**src/rtl/register_file.sv**
```systemverilog
// register_file: 2**ADDR_WIDTH x DATA_WIDTH general-purpose registers, two async reads, one sync write.
// Latency: reads are combinational (0 cycles); a write is visible right after its committing clk edge.
// Backpressure: none; there is no handshake, and every enabled write with a nonzero address is accepted.
//
// Ports:
//   clk, reset                  - single clock; asynchronous active-high clear of all registers
//   read1_address, data1_out    - read port 1 (address in, contents out)
//   read2_address, data2_out    - read port 2 (address in, contents out)
//   write_enable, write_address,
//   data_in                     - write port, sampled on the rising clk edge
//
// Optional build macro REGISTER_BYPASS_EN: when defined, a read port whose address matches an
// enabled nonzero write this cycle forwards data_in combinationally (write-before-read).
// Register 0 always reads zero, and writes to it are discarded.

module register_file #(
  parameter int DATA_WIDTH = 32,
  parameter int ADDR_WIDTH = 5
) (
  input  logic                  clk,
  input  logic                  reset,
  input  logic [ADDR_WIDTH-1:0] read1_address,
  input  logic [ADDR_WIDTH-1:0] read2_address,
  input  logic                  write_enable,
  input  logic [ADDR_WIDTH-1:0] write_address,
  input  logic [DATA_WIDTH-1:0] data_in,
  output logic [DATA_WIDTH-1:0] data1_out,
  output logic [DATA_WIDTH-1:0] data2_out
);

  localparam int NUM_REGS = 2 ** ADDR_WIDTH;

  logic [DATA_WIDTH-1:0] regs_q [NUM_REGS];
  logic [DATA_WIDTH-1:0] regs_d [NUM_REGS];

  // A write is only meaningful for a nonzero destination; entry 0 is pinned to zero.
  logic write_hit;
  assign write_hit = write_enable && (write_address != '0);

  always_comb begin
    for (int i = 0; i < NUM_REGS; i++) begin
      regs_d[i] = regs_q[i];
    end
    if (write_hit) begin
      regs_d[write_address] = data_in;
    end
    regs_d[0] = '0;
  end

  // Asynchronous reset wins over any write presented in the same cycle.
  always_ff @(posedge clk or posedge reset) begin
    if (reset) begin
      for (int i = 0; i < NUM_REGS; i++) begin
        regs_q[i] <= '0;
      end
    end else begin
      for (int i = 0; i < NUM_REGS; i++) begin
        regs_q[i] <= regs_d[i];
      end
    end
  end

`ifdef REGISTER_BYPASS_EN
  // Forward only when the write will actually commit: not in reset and not to register 0.
  logic fwd1;
  logic fwd2;
  assign fwd1 = write_hit && !reset && (read1_address == write_address);
  assign fwd2 = write_hit && !reset && (read2_address == write_address);
`endif

  always_comb begin
    data1_out = '0;
    if (read1_address != '0) begin
      data1_out = regs_q[read1_address];
    end
`ifdef REGISTER_BYPASS_EN
    if (fwd1) begin
      data1_out = data_in;
    end
`endif
  end

  always_comb begin
    data2_out = '0;
    if (read2_address != '0) begin
      data2_out = regs_q[read2_address];
    end
`ifdef REGISTER_BYPASS_EN
    if (fwd2) begin
      data2_out = data_in;
    end
`endif
  end

endmodule

```
**config.mk**
```make
export PLATFORM = sky130hd
export DESIGN_NAME = register_file
export DESIGN_NICKNAME = d
export VERILOG_FILES = /design/src/rtl/register_file.sv
export SDC_FILE = /design/constraint.sdc
export NUM_CORES = 2
export LEC_CHECK = 0
export CAP_MARGIN = 0
export CORE_MARGIN = 3
export CORE_UTILIZATION = 60
export CTS_CLUSTER_DIAMETER = 200
export DETAILED_ROUTE_END_ITERATION = 10
export GPL_ROUTABILITY_DRIVEN = 0
export PLACE_DENSITY = 0.77
export SYNTH_ARGS = -nofsm -noshare
export SYNTH_HDL_FRONTEND = slang
export SYNTH_SLANG_ARGS = --single-unit
export TNS_END_PERCENT = 50
```
**constraint.sdc**
```tcl
create_clock -name clk -period 43.4 [get_ports clk]
set_input_delay 4.34 -clock clk [delete_from_list [all_inputs] [get_ports clk]]
set_output_delay 4.34 -clock clk [all_outputs]
set_load 0.05 [all_outputs]
```
Yosys cells after proc, flatten, opt, wreduce, memory -nomap -nowiden:

Index checks and enable logic that the tools add are counted.

* flip-flop bits (word level): 992
* output and inout port bits: 64

* $lt $le $gt $ge: 4
* mux-type cells: 11
* bitwise logic cells: 3
* reductions and logical operators: 5

Operators with widths (count)
* 1024-bit bitwise mux: 1
* 32-bit binary-select mux with 5-bit select: 2
* 32-bit two-way mux: 7
* 32-bit demux with 5-bit select: 1
* 6-bit greater-or-equal comparator, second input constant: 3
* 5-bit inverter with 6-bit output: 3
* 5-bit nonzero test: 3
* 6-bit by 1-bit less-than comparator with 1-bit output, second input constant: 1
* 1-bit logical AND: 2

Logic depth before layout (Yosys ltp):

* word-level depth: 6
* gate-level depth with buffers: 8
* gate-level depth less buffers: 4

Worst setup path before layout:

Ideal clock, no wire load.

* path kind: input -> output
* from: input read2_address[0]
* to: output data2_out[31]
* data arrival time: 6.805 ns
* setup slack: 32.255 ns
* cell stages on the path: 8
* path buffers: 4
* cells stage by stage: buf_4 > buf_6 > buf_6 > buf_6 > a21oi_1 > a211oi_1 > nor4_1 > nor4_1

* word-level cells in the longest chain between the ends: 5
* elaborated cells on any way between the ends: 6

RTL lines
* from (decl): RTL line 23 `input logic [ADDR_WIDTH-1:0] read2_address,`
* 5-bit inverter with 6-bit output (implied by the code): RTL line 86 `data2_out = regs_q[read2_address];`
* 32-bit binary-select mux with 5-bit select: RTL line 86
* 32-bit two-way mux (implied by the code) (2 in a row): RTL line 86
* 32-bit two-way mux (*): RTL line 85 `if (read2_address != '0) begin`
* to (decl): RTL line 28 `output logic [DATA_WIDTH-1:0] data2_out`

Every way passes the cells marked *; elsewhere a longest branch is shown, timed or not. The select of a mux whose other input is x is not followed.

Worst setup path after layout:

* from: input read2_address[0]
* to: output data2_out[9]

The elaborated chain is that of the path after synthesis.

==> flow_summary.toml <==
[grt]
grt_first_pass_wirelength_um = 243100
grt_start_max_net_pins = 168
track_usage_pct = 34.58
globalRoute.totalOverflow = 0
antenna_found_initial = 5
grt_pass1_vias = 37740

[cts]
post_cts_buffers = 0
cts_max_level = 3
clk_pin_slew_ns = 0.06
cts_tree = "yes"
cts-resized-gates = 0
cts_sinks = 992
cts_buffers = 104
cts-root-buf = "clkbuf_16"
cts_hold_buf = 0
clkLatencyLatePin_ns = 0.66
cts_buffer_depth = 3

[finish]
nets = 3956
design_area_sq_um = 58210
regArea_sq_um = 24820
regMostFlops = "regs_q"
nFillCells = 6281
drive_above_1_share_pct = 40.17
reg_top3 = "regs_q x992"
multi_input_area_sq_um = 26620
final_cell_mix = "mux2_2 (1156), dfrtp_1 (992), mux2i_1 (520), o22ai_1 (320), nor3_1 (188)"
largest_register_ffs = 992
area_delta_synth_final_pct = 9.027
final_common_cell = "mux2_2"

[timing]
drv_slew = 0
finalCriticalPeriod_ns = 13.91
setup_viol = 0
slew_headroom_pct = 5.346
worstMarginPinSlew_ns = 1.415
worst_slack_ns = 29.49
hold_violations = 0
post-route-period-util_pct = 32.06
setup_tns_ns = 0
max_freq_mhz = 71.87
finalClockSkew_ns = 0
grt_setup_unrepaired = "false"

[outcome]
status = "complete, no violations"

[power_and_ir_drop]
p_comb_share_pct = 21.2
switching_power_uw = 787.1
internal-power_mw = 1.963
p_clk_share_pct = 33.6
p_per_area_nw_per_um2 = 47.25
p_sw_share_pct = 28.62
peakVddDrop_uv = 42.77
p_leak_nw = 25.85
seqPwrFrac_pct = 45.2

[floorplanning]
core_sq_um = 87560
rows = 108
die_width_um = 304.3
die_h_um = 304.3
start_util_pct = 60.97
die-area_sq_um = 92600
io_pins = 114

[routing]
wl_um = 163100
drc_errors = 0
via_per_inst = 7.233
wl_per_cell_um = 31.69
drtIter0Drc = 4305
firstDrtPassIters = 7
vias = 37220
ant_nets = 0

[synth]
ys_types = 37
synth-warning-count = 0
netlist_area_sq_um = 53390
synthCells = 4028
postSynthNetCount = 4078
ys_seq_area_share_pct = 46.50
syn-mean-instance-area_sq_um = 13.25
ys_ff_latch = 992

[critical_path]
critPathArrivalTime_ns = 9.57
start_kind = "primary input"
crit_required_ns = 39.06
crit_path_max_fanout = 87
crit_path_end_kind = "primary output"
worstSetupPathType = "primary input to primary output"

[flow_run]
maxCapViolations = 0

[placement]
dp.final_hpwl_um = 92640
numPortBuffers = 113
dp_slack_ns = 29.50
place_area_sq_um = 54680

[hold_path]
hold_path_class = "flip-flop to flip-flop"
per-layer routing:
layer | vias up | part of all wire [%] | global-route usage [%]
met5 | - | 0.019 | 0
met3 | 470 | 11 | 9.416
met1 | 19520 | 41 | 48.40
met2 | 2090 | 44 | 50.87
li1 | 15130 | - | -
met4 | 6 | 4.7 | 15.16
critical path, cell delays in order:
cell	delay, ns
buf_8	0.62
buf_4	0.70
buf_4	0.75
buf_4	0.90
mux4_2	0.37
a22oi_1	0.10
o31a_1	0.16
nor3_1	0.49
clkdlybuf4s50_1	0.94
area by class of cell:
type                       count  area share (%)
multi-input combinational   2610           45.74
sequential                   992           42.65
clock buffer                 156           5.344
timing repair buffer         197           3.048
tap                         1155           2.483
clock inverter                32          0.7136
inverter                       1         0.01935
antenna                        2        0.008598
power groups by stage:
stage	clock [mW]	sequential [mW]	combinational, mW
after floorplan	0	1.21	0.459
after global placement	0	1.24	0.560
after detailed placement	0	1.25	0.577
after CTS	0.928	1.24	0.581
after global routing	0.967	1.26	0.625
final	0.923	1.24	0.584
stage by stage:
step | power, mW | hold WS [ns] | cells | util [%]
2_1_floorplan | 1.674 | 0.4697 | 4028 | -
3_3_place_gp | 1.796 | 0.4800 | 4955 | 62.44
3_5_place_dp | 1.827 | 0.4930 | 4955 | 62.44
4_1_cts | 2.744 | 0.5060 | 5143 | 66.47
5_1_grt | 2.855 | 0.5228 | 5143 | 66.47
6_report | 2.750 | 0.5108 | 5145 | 66.48
cell usage after synthesis, drive strengths merged:
| cell type | count | share of area, % |
|---|---|---|
| nor3b | 4 | 0.084 |
| a21oi | 2 | 0.019 |
| or2 | 5 | 0.059 |
| a22oi | 62 | 0.87 |
| nand3 | 2 | 0.019 |
| a211oi | 2 | 0.028 |
| nand3b | 6 | 0.084 |
| and3 | 1 | 0.012 |
| nand2b | 8 | 0.094 |
| nor3 | 191 | 1.8 |
| buf | 267 | 3.0 |
| nor2b | 6 | 0.070 |
| mux4 | 128 | 5.4 |
| a221oi | 62 | 1.0 |
| dfrtp | 992 | 46 |
| and3b | 1 | 0.016 |
| nand2 | 22 | 0.15 |
| and2 | 4 | 0.047 |
| o22ai | 320 | 3.7 |
| nor2 | 17 | 0.16 |
| o31a | 62 | 1.0 |
| or3b | 3 | 0.049 |
| inv | 1 | 0.0070 |
| mux2 | 1178 | 25 |
| nor4 | 4 | 0.047 |
| mux2i | 520 | 9.7 |
| clkbuf | 158 | 1.1 |
logic make-up after synthesis:
family | after synthesis | share of synthesized area, %
muxes | 1826 | 39.99
DFF | 992 | 46.50
AOI/OAI and AO/OA | 510 | 6.702
buffers and inverters | 426 | 4.096
and+or+nand+nor | 274 | 2.711
final timing paths:
check	from	end	slack (ns)	cells after the start
max	read2_address[0]	data2_out[9]	29.49	9
min	regs_q[569]	regs_q[569]	0.51	1
max reg2reg	regs_q[282]	regs_q[282]	42.57	1
min reg2reg	regs_q[569]	regs_q[569]	0.51	1
max in group asynchronous	reset	regs_q[290]	35.72	5
min in group asynchronous	reset	regs_q[124]	4.27	2
Note: power is estimated with default switching activity, not from simulation.
